$ cat src/rtl/gpio_bitbang_pkg.sv
// Shared types and helpers for the GPIO bit-bang command receiver.
package gpio_bitbang_pkg;

  typedef enum logic [1:0] {
    DISABLED,
    IDLE,
    RECV
  } state_t;

  localparam int CNT_W = 8;

  // Timeout counter only needs to reach TIMEOUT_CYC-1.
  function automatic int tmo_w(input int timeout_cyc);
    return (timeout_cyc <= 2) ? 1 : $clog2(timeout_cyc);
  endfunction

  function automatic logic [CNT_W-1:0] sat_inc(input logic [CNT_W-1:0] v);
    return (v == '1) ? v : v + CNT_W'(1);
  endfunction

endpackage

$ cat src/rtl/gpio_bitbang_rx_sync2.sv
// Two-flop synchroniser for an asynchronous GPIO pin, synchronous reset to 0.
module gpio_sync2 (
  input  logic clk_sys,
  input  logic rst_b,
  input  logic d,
  output logic q
);

  logic s1;

  always_ff @(posedge clk_sys) begin
    if (!rst_b) begin
      s1 <= 1'b0;
      q  <= 1'b0;
    end else begin
      s1 <= d;
      q  <= s1;
    end
  end

endmodule

$ cat src/rtl/gpio_bitbang_rx.sv
// Receives MSB-first even-parity frames bit-banged over a data/strobe GPIO pair.
//   state    | meaning
//   DISABLED | MSS not ready, edges ignored, frame state cleared
//   IDLE     | waiting for the first strobe edge of a frame
//   RECV     | frame partially received, timeout armed
module gpio_bitbang_rx
  import gpio_bitbang_pkg::*;
#(
  parameter int DATA_W      = 8,
  parameter int TIMEOUT_CYC = 1000000
) (
  input  logic              CLK_BASE,
  input  logic              RESET_N,
  input  logic              MSS_READY,
  input  logic              GPIO_DATA,
  input  logic              GPIO_STROBE,
  output logic [DATA_W-1:0] RX_DATA,
  output logic              RX_VALID,
  output logic              PARITY_ERR,
  output logic              TIMEOUT_ERR,
  output logic              BUSY,
  output logic [CNT_W-1:0]  FRAME_CNT,
  output logic [CNT_W-1:0]  ERR_CNT
);

  localparam int TMO_W = tmo_w(TIMEOUT_CYC);
  localparam int BIT_W = $clog2(DATA_W + 2);
  localparam logic [TMO_W-1:0] TMO_LAST = TMO_W'(TIMEOUT_CYC - 1);
  localparam logic [BIT_W-1:0] PAR_IDX  = BIT_W'(DATA_W);

  state_t            state;
  logic              data_s;
  logic              strb_s;
  logic              strb_d;
  logic              strb_rise;
  logic [DATA_W-1:0] shreg;
  logic [DATA_W:0]   sh_ext;
  logic              par_acc;
  logic [BIT_W-1:0]  bit_cnt;
  logic [TMO_W-1:0]  tmo_cnt;

  gpio_sync2 u_sync_data (
    .clk_sys (CLK_BASE),
    .rst_b   (RESET_N),
    .d       (GPIO_DATA),
    .q       (data_s)
  );

  gpio_sync2 u_sync_strb (
    .clk_sys (CLK_BASE),
    .rst_b   (RESET_N),
    .d       (GPIO_STROBE),
    .q       (strb_s)
  );

  assign strb_rise = strb_s & ~strb_d;
  // Widened concat keeps the shift legal for DATA_W == 1.
  assign sh_ext    = {shreg, data_s};
  assign BUSY      = (state == RECV);

  always_ff @(posedge CLK_BASE) begin
    if (!RESET_N) begin
      state       <= DISABLED;
      strb_d      <= 1'b0;
      shreg       <= '0;
      par_acc     <= 1'b0;
      bit_cnt     <= '0;
      tmo_cnt     <= '0;
      RX_DATA     <= '0;
      RX_VALID    <= 1'b0;
      PARITY_ERR  <= 1'b0;
      TIMEOUT_ERR <= 1'b0;
      FRAME_CNT   <= '0;
      ERR_CNT     <= '0;
    end else begin
      strb_d      <= strb_s;
      RX_VALID    <= 1'b0;
      PARITY_ERR  <= 1'b0;
      TIMEOUT_ERR <= 1'b0;
      if (!MSS_READY) begin
        state   <= DISABLED;
        bit_cnt <= '0;
        tmo_cnt <= '0;
      end else begin
        case (state)
          DISABLED: begin
            state   <= IDLE;
            bit_cnt <= '0;
            tmo_cnt <= '0;
          end
          IDLE: begin
            tmo_cnt <= '0;
            if (strb_rise) begin
              shreg   <= sh_ext[DATA_W-1:0];
              par_acc <= data_s;
              bit_cnt <= BIT_W'(1);
              state   <= RECV;
            end else begin
              bit_cnt <= '0;
            end
          end
          RECV: begin
            // An edge on the terminal-count cycle takes priority over the abort.
            if (strb_rise) begin
              tmo_cnt <= '0;
              if (bit_cnt == PAR_IDX) begin
                bit_cnt <= '0;
                state   <= IDLE;
                if (par_acc ^ data_s) begin
                  PARITY_ERR <= 1'b1;
                  ERR_CNT    <= sat_inc(ERR_CNT);
                end else begin
                  RX_DATA   <= shreg;
                  RX_VALID  <= 1'b1;
                  FRAME_CNT <= FRAME_CNT + CNT_W'(1);
                end
              end else begin
                shreg   <= sh_ext[DATA_W-1:0];
                par_acc <= par_acc ^ data_s;
                bit_cnt <= bit_cnt + BIT_W'(1);
              end
            end else if (tmo_cnt == TMO_LAST) begin
              TIMEOUT_ERR <= 1'b1;
              ERR_CNT     <= sat_inc(ERR_CNT);
              bit_cnt     <= '0;
              tmo_cnt     <= '0;
              state       <= IDLE;
            end else begin
              tmo_cnt <= tmo_cnt + TMO_W'(1);
            end
          end
          default: state <= DISABLED;
        endcase
      end
    end
  end

endmodule

$ cat config.mk
export PLATFORM = sky130hd
export DESIGN_NAME = gpio_bitbang_rx
export DESIGN_NICKNAME = d
export VERILOG_FILES = /design/src/rtl/gpio_bitbang_pkg.sv /design/src/rtl/gpio_bitbang_rx_sync2.sv /design/src/rtl/gpio_bitbang_rx.sv
export SDC_FILE = /design/constraint.sdc
export NUM_CORES = 1
export LEC_CHECK = 0
export CAP_MARGIN = 20
export CORE_MARGIN = 2
export CORE_UTILIZATION = 35
export CTS_CLUSTER_DIAMETER = 40
export CTS_CLUSTER_SIZE = 24
export DETAILED_ROUTE_END_ITERATION = 8
export GPL_TIMING_DRIVEN = 1
export PLACE_DENSITY = 0.65
export SLEW_MARGIN = 40
export SYNTH_ARGS = -nofsm -noshare
export SYNTH_HDL_FRONTEND = slang
export SYNTH_SLANG_ARGS = --single-unit
$ cat constraint.sdc
create_clock -name CLK_BASE -period 3.7 [get_ports CLK_BASE]
set_clock_uncertainty 0.2 [all_clocks]
set_input_delay 0.555 -clock CLK_BASE [delete_from_list [all_inputs] [get_ports CLK_BASE]]
set_output_delay 0.555 -clock CLK_BASE [all_outputs]
set_load 0.05 [all_outputs]
* Word level (Yosys, flattened, before mapping)
Index checks and enable logic that the tools add are counted.
** Cells by class
- $add $sub $neg :: 4
- $mul :: 0
- Div/mod/pow operators :: 0
- Magnitude comparators :: 0
- Equal/unequal tests :: 12
- Shift-type cells :: 0
- Multiplexer cells :: 29
- Bitwise logic cells :: 7
- Reductions and logical operators :: 14
** Operators by type and width (number)
- two-way mux 8 bit :: 8
- two-way mux 20 bit :: 2
- one-hot mux 20 bit (2 select lines) :: 1
- adder 20 x 1 -> 20 bit (second input constant) :: 1
- == test 20 bit (second input constant) :: 1
- AND reduction 5 bit :: 4
- adder 8 x 1 -> 8 bit (second input constant) :: 2
- one-hot mux 8 bit (2 select lines) :: 1
- two-way mux 4 bit :: 3
- one-hot mux 4 bit (3 select lines) :: 1
- == test 8 bit (second input constant) :: 1
- two-way mux 2 bit :: 4
- two-way mux 1 bit :: 7
- inequality test 2 x 1 -> 1 bit (second input constant) :: 3
- one-hot mux 2 bit (3 select lines) :: 1
- nonzero test 2 bit :: 3
- NOT 1 bit :: 5
- adder 4 x 1 -> 4 bit (second input constant) :: 1
- == test 4 bit (second input constant) :: 1
- inequality test 2 bit (second input constant) :: 2
- AND reduction 2 bit :: 2
- OR reduction 4 bit :: 1
- inequality test 3 x 1 -> 1 bit (second input constant) :: 1
- inequality test 3 x 2 -> 1 bit (second input constant) :: 1
- 9 further kinds :: 9
** Word-level totals
- Flip-flop bits (word level) :: 67
- Bits in latches :: 0
- Bits in writable memories :: 0
- Bits in read-only memories :: 0
- Bits of input ports :: 5
- Output and inout bits :: 28
- Word-level logic and storage cells :: 82
- Memories :: 0

* Depth between registers and ports, before layout
Gate-level depths: netlist of the first run.
- Depth in word-level cells :: 5
- Mapped depth :: 8
- Gate-level depth less buffers :: 7

* By module
Synthesis of the first run repeated with hierarchy kept, for this count alone.
** Unflattened totals
- Cells, all modules :: 318
- Area total of the unflattened synthesis :: 3027.9 sq um
** By module, submodules not included
- gpio_bitbang_rx :: times used 1, cells an instance 310, area an instance 2922.8 sq um, seq. area each 1261.2 sq um
- gpio_sync2 :: times used 2, cells an instance 4, area an instance 52.6 sq um, seq. area each 40.0 sq um

* Worst setup path before layout of the first run
OpenSTA, ideal clock, no wires.
- Path kind :: reg2reg
- Start :: reg state[0]
- End :: reg par_acc
- Arrival :: 2.141 ns
- Required time :: 3.378 ns
- Slack :: 1.237 ns
- Cell stages (with the launch flop) :: 9
- Clock period less this slack :: 2.463 ns
- Cells stage by stage :: dfxtp_1 -> inv_1 -> ha_1 -> clkbuf_1 -> a21oi_1 -> o211ai_1 -> buf_1 -> mux2_2 -> o22ai_1
** On the way
- Word-level cells in the longest chain between the ends :: 3
- Elaborated cells between the ends (all ways) :: 8
- Classes of those cells :: eq/ne (5); mux (1); reduce/logical (2)
** Ends and longest elaborated chain
- from (decl) :: line gpio_bitbang_rx.sv:31 : state_t state;
- from (signal assigned) :: line gpio_bitbang_rx.sv:63 : state <= DISABLED;
- from (signal assigned) :: line gpio_bitbang_rx.sv:81 : state <= DISABLED;
- from (signal assigned) :: line gpio_bitbang_rx.sv:87 : state <= IDLE;
- == test 2 bit (*)
- via BUSY :: line gpio_bitbang_rx.sv:21 : output logic BUSY,
- inequality test 2 bit (no source line), or another cell as far along
- AND reduction 5 bit (no source line)
- to (signal assigned) :: line gpio_bitbang_rx.sv:95 : par_acc <= data_s;
- to (signal assigned) :: line gpio_bitbang_rx.sv:119 : par_acc <= par_acc ^ data_s;
- to (decl) :: line gpio_bitbang_rx.sv:38 : logic par_acc;
Mark *: on every way through the listed nets, which the timed path passes. The rest lies on a longest branch.
A chain may end at the register's enable or synchronous reset.

* Final worst setup path of the first run
- Start :: reg state[0]
- End :: out BUSY
** On the way
- Word-level cells in the longest chain between the ends :: 1
** Ends and longest elaborated chain
- == test 2 bit :: line gpio_bitbang_rx.sv:59 : assign BUSY = (state == RECV);
- to (decl) :: line gpio_bitbang_rx.sv:21
No other way between the ends.

==> results of run 1 <==
==> critical path, cell delays in order, from the launching register on <==
cell             delay, ns
dfxtp_1               0.35
inv_1                 0.11
ha_1                  0.44
clkdlybuf4s50_1       0.89
==> cells in the mapped netlist (all sizes together) <==
| library cell | count | share of area [%] |
|---|---|---|
| o31ai | 5 | 1.2 |
| mux2i | 10 | 3.3 |
| and4b | 1 | 0.33 |
| and3b | 2 | 0.57 |
| or3b | 2 | 0.57 |
| o22ai | 1 | 0.20 |
| nand3 | 16 | 2.6 |
| a21boi | 15 | 3.7 |
| nand4 | 6 | 1.2 |
| nand2b | 3 | 0.61 |
| mux2 | 1 | 0.37 |
| o211ai | 2 | 0.49 |
| ha | 9 | 3.7 |
| xnor2 | 16 | 4.6 |
| clkbuf | 9 | 1.1 |
| o21bai | 1 | 0.37 |
| inv | 9 | 1.1 |
| and3 | 6 | 1.2 |
| nor4 | 4 | 1.3 |
| a211oi | 1 | 0.25 |
| nand3b | 2 | 0.49 |
| xor2 | 10 | 2.9 |
| nor2 | 29 | 3.6 |
| nand2 | 40 | 4.9 |
| nor2b | 12 | 2.5 |
| o21ai | 5 | 0.82 |
| and4 | 2 | 0.57 |
| buf | 3 | 0.45 |
| or3 | 4 | 0.82 |
| nor3b | 2 | 0.49 |
| and2 | 11 | 2.2 |
| o21a | 2 | 0.49 |
| dfxtp | 67 | 44 |
| a21oi | 11 | 1.8 |
| a31oi | 4 | 1.0 |
| or2 | 1 | 0.20 |
| or4 | 6 | 1.5 |
| or4b | 1 | 0.33 |
| nand4b | 3 | 0.86 |
| nor3 | 9 | 1.5 |
==> power by group <==
part / switching [mW] / internal (mW)
Clock: 0.294 / 0.453
Combinational: 0.0211 / 0.0172
Sequential: 0.00287 / 0.724
Total: 0.318 / 1.19
==> state kept, by name, indices dropped and copies added (netlist names), 2 cells and up <==
signal	cells
bit_cnt	4
FRAME_CNT	8
shreg	8
RX_DATA	8
ERR_CNT	8
state	2
tmo_cnt	20
==> cells by family after synthesis <==
family                   Yosys count
AO/OA/AOI/OAI                     47
XOR/XNOR                          26
adder cells (fa/ha/maj)            9
buffers and inverters             21
flip-flops                        67
multiplexers                      11
AND/OR/NAND/NOR                  162
==> cell type report <==
type	instances	area [um2]	share of cell area, %
tap	108	135.1	3.608
clock buffer	9	123.9	3.308
timing repair buffer	35	342.8	9.155
multi-input combinational	255	1644	43.90
sequential	67	1341	35.82
clock inverter	7	123.9	3.308
inverter	9	33.78	0.9021
==> final timing paths <==
kind / start / end
worst max-delay path: state[0]$_SDFFE_PN0P_ / BUSY
worst min-delay path: u_sync_strb.s1$_SDFF_PN0_ / u_sync_strb.q$_SDFF_PN0_
worst max register to register: state[0]$_SDFFE_PN0P_ / bit_cnt[2]$_SDFFE_PN0P_
worst min register to register: u_sync_strb.s1$_SDFF_PN0_ / u_sync_strb.q$_SDFF_PN0_
==> through the flow <==
step                util (%)  instances  total power, mW
CTS                    43.58        490            1.532
detailed placement     40.70        474           0.7820
floorplan                  -        343           0.7691
global placement       40.62        474           0.7811
finish                 43.58        490            1.512
global route           43.58        490            1.574
==> routing by layer <==
metal / vias up / GRT usage (%) / part of all wire, %
li1: 1258 / - / -
met2: 35 / 18.99 / 42
met5: - / 0 / 0
met1: 1133 / 18.53 / 53
met4: 0 / 5.662 / 1.5
met3: 7 / 3.597 / 3.0
==> results_dict.tcl, run 1 <==
set metrics [dict create \
    status "completed" \
    reg2reg_depth 6 \
    clock_latency_ns 0.34 \
    grt_max_degree 44 \
    avgViaCountPerCell 4.965 \
    ant_nets 0 \
    cts-htree-levels 3 \
    dr.first_iter.drc_count 88 \
    wl_um 6013 \
    syn_area_per_cell_um2 8.923 \
    grt_pass1_wl_um 10430 \
    slew_viol_final 0 \
    wl_per_cell_um 12.27 \
    syn_nets 357 \
    ios 33 \
    ys_warn_count 0 \
    drt-pass1-iter-count 4 \
    post-place-ws_ns 1.057 \
    worst_slack_ns 0.8132 \
    ctsHoldBuffers 0 \
    clock_path_buffers 2 \
    die_w_um 97.51 \
    antenna_found_initial 0 \
    synth_top_family_by_area "simple AND/OR/NAND/NOR gates" \
    root_buffer "clkbuf_8" \
    post-route-period-util_pct 78.02 \
    cp.required_ns 2.94 \
    grt_overflow 0 \
    synth-simple-area-share_pct 28.41 \
    drive_above_1_share_pct 7.068 \
    drcViolationCount 0 \
    ff2ff_setup_slack_ns 1.21 \
    syn_to_final_growth_pct 22.36 \
    cp-start-kind "flip-flop" \
    setup_viol 0 \
    start_util_pct 35.61 \
    num_antenna_cells 0 \
    synth_area_um2 3060 \
    p_leak_nw 1.291 \
    hpwl_um 4063 \
    critPathMaxFanout 13 \
    portBuffers 32 \
    cts.sink_count 67 \
    n_fill_cell 849 \
    final_cell_area_um2 3745 \
    core_um2 8593 \
    ys_seq_area_share_pct 43.83 \
    grt_pass1_vias 2267 \
    hold_class "reg2reg" \
    vdd_drop_max_v 0.0001865 \
    track_usage_pct 13.21 \
    synthMuxAreaShare_pct 3.639 \
    slew_headroom_pct 51.55 \
    cts_setup_buffers 0 \
    place_congestion 0.8538 \
    hold_depth 1 \
    ys_types 46 \
    clk_pin_slew_ns 0.07 \
    hold_violations 0 \
    cts_tree "done" \
    cap_violations 0 \
    row_count 34 \
    min_period_ns 2.887 \
    final_cell_mix "67 x dfxtp_1, 40 x nand2_1, 32 x clkdlybuf4s50_1" \
    powerDensity_nw_per_um2 403.7 \
    synthCells 343 \
    cts_buffers 9 \
    final_nets 391 \
    critical_path_class "reg2out" \
    final_common_cell "dfxtp_1" \
    clock.fmax_mhz 346.4 \
    ys_seq_elements 67 \
    synth-compound-area-share_pct 10.34 \
    crit_arrival_ns 2.13 \
    vias 2433 \
    rsz0062_at_grt "no" \
    chipHeight_um 97.51 \
    tns_ns 0 \
    hold_slack_ns 0.2351 \
    cts_resized 0 \
    synthAdderAreaFrac_pct 3.679 \
    place_area_um2 3497 \
    crit_path_end_kind "primary output" \
    dieArea_um2 9508 \
    worst_pin_slew_ns 0.7263 \
    synthXorXnorAreaFrac_pct 7.441 \
]
No activity file was read; power rests on OpenSTA's default activity.
==> inputs of run 2 (changes only) <==
--- a/config.mk
+++ b/config.mk
@@ -12,7 +12,7 @@
 export CTS_CLUSTER_SIZE = 24
 export DETAILED_ROUTE_END_ITERATION = 8
 export GPL_TIMING_DRIVEN = 1
-export PLACE_DENSITY = 0.65
+export PLACE_DENSITY = 0.67
 export SLEW_MARGIN = 40
 export SYNTH_ARGS = -nofsm -noshare
 export SYNTH_HDL_FRONTEND = slang
==> constraint.sdc (replaced) <==
create_clock -name CLK_BASE -period 2.6 [get_ports CLK_BASE]
set_clock_uncertainty 0.2 [all_clocks]
set_input_delay 0.39 -clock CLK_BASE [delete_from_list [all_inputs] [get_ports CLK_BASE]]
set_output_delay 0.39 -clock CLK_BASE [all_outputs]
set_load 0.05 [all_outputs]
==> results_dict.tcl, run 2 (synthesis results as in run 1) <==
set metrics [dict create \
    grt_max_degree 44 \
    cp-start-kind "flip-flop" \
    crit_path_end_kind "flip-flop" \
    antenna_found_initial 0 \
    tns_ns 0 \
    critPathMaxFanout 11 \
    reg2reg_depth 5 \
    syn_to_final_growth_pct 24.73 \
    largest_reg_flops 20 \
    cp.required_ns 2.67 \
    die_w_um 97.51 \
    drcViolationCount 0 \
    clock_latency_ns 0.34 \
    worst_slack_ns 0.2836 \
    cts_tree "done" \
    hold_depth 1 \
    crit_arrival_ns 2.39 \
    powerDensity_nw_per_um2 563.1 \
    cts.sink_count 67 \
    cts_resized 0 \
    vdd_drop_max_v 0.0003155 \
    grt_pass1_vias 2444 \
    post-route-period-util_pct 89.09 \
    slew_viol_final 0 \
    ff2ff_setup_slack_ns 0.28 \
    post-place-ws_ns 0.1853 \
    vias 2484 \
    critical_path_class "reg2reg" \
    drt-pass1-iter-count 4 \
    final_nets 401 \
    rsz0062_at_grt "no" \
    clk_pin_slew_ns 0.08 \
    cts_setup_buffers 0 \
    drive_above_1_share_pct 9.694 \
    num_antenna_cells 0 \
    clock_path_buffers 2 \
    status "completed" \
    setup_viol 0 \
    p_leak_nw 1.339 \
    dr.first_iter.drc_count 109 \
    hpwl_um 4364 \
    final_cell_mix "67 x dfxtp_1, 40 x nand2_1, 31 x clkdlybuf4s50_1" \
    hold_class "reg2reg" \
    worst_pin_slew_ns 0.5080 \
    ios 33 \
    wl_per_cell_um 12.36 \
    reg2reg_from "tmo_cnt[9]$_SDFFE_PN0P_" \
    chipHeight_um 97.51 \
    final_common_cell "dfxtp_1" \
    min_period_ns 2.316 \
    cp-startpoint "tmo_cnt[9]$_SDFFE_PN0P_" \
    hp-start "u_sync_strb.s1$_SDFF_PN0_" \
    row_count 34 \
    dieArea_um2 9508 \
    postLayoutCoreUtil_pct 44.42 \
    wl_um 6180 \
    grt_pass1_wl_um 10720 \
    root_buffer "clkbuf_8" \
    hold_violations 0 \
    avgViaCountPerCell 4.968 \
    portBuffers 32 \
    cap_violations 0 \
    core_um2 8593 \
    fin_total_pwr_mw 2.149 \
    slew_headroom_pct 66.02 \
    ctsHoldBuffers 0 \
    cts_buffers 9 \
    start_util_pct 35.61 \
    clock.fmax_mhz 431.7 \
    track_usage_pct 13.64 \
    grt_overflow 0 \
    largest_register "tmo_cnt" \
    cts-htree-levels 3 \
    place_congestion 0.8450 \
    ant_nets 0 \
]
-- run 2: critical path, cell delays in order (launching register included) --
cell      delay [ns]
dfxtp_1         0.38
or3b_1          0.41
nor4_4          0.26
a31oi_2         0.29
or4_1           0.56
a21boi_1        0.15
-- run 2: power by group --
group	switching (mW)	internal, mW	total, mW
Combinational	0.0309	0.0264	0.0572
Clock	0.415	0.643	1.06
Sequential	0.00385	1.03	1.03
Total	0.450	1.70	2.15
-- run 2: routing by layer --
metal	share of wire, %	track usage [%]	up-vias
met3	3.5	4.101	6
li1	-	-	1280
met4	1.4	6.838	0
met5	0	0	-
met1	51	17.71	1154
met2	44	20.53	44
-- run 2: final timing paths --
path	end
min reg2reg	u_sync_strb.q$_SDFF_PN0_
max	ERR_CNT[7]$_SDFFE_PN0P_
min	u_sync_strb.q$_SDFF_PN0_
max reg2reg	ERR_CNT[7]$_SDFFE_PN0P_
-- run 2: metrics by stage --
| stage | hold WS [ns] | instances | cell area [um2] |
|---|---|---|---|
| after detailed placement | 0.2295 | 484 | 3563 |
| final | 0.2402 | 500 | 3817 |
| after CTS | 0.2469 | 500 | 3811 |
| after floorplan | 0.2119 | 343 | 3060 |
| after global routing | 0.2518 | 500 | 3817 |
| after global placement | 0.2196 | 484 | 3563 |
-- run 2: layout make-up --
cell class	count	area (um2)
inverter	9	33.78
clock buffer	9	123.9
clock inverter	7	123.9
tap	108	135.1
fill	836	4776
sequential	67	1341
multi-input combinational	255	1644
timing repair buffer	45	415.4
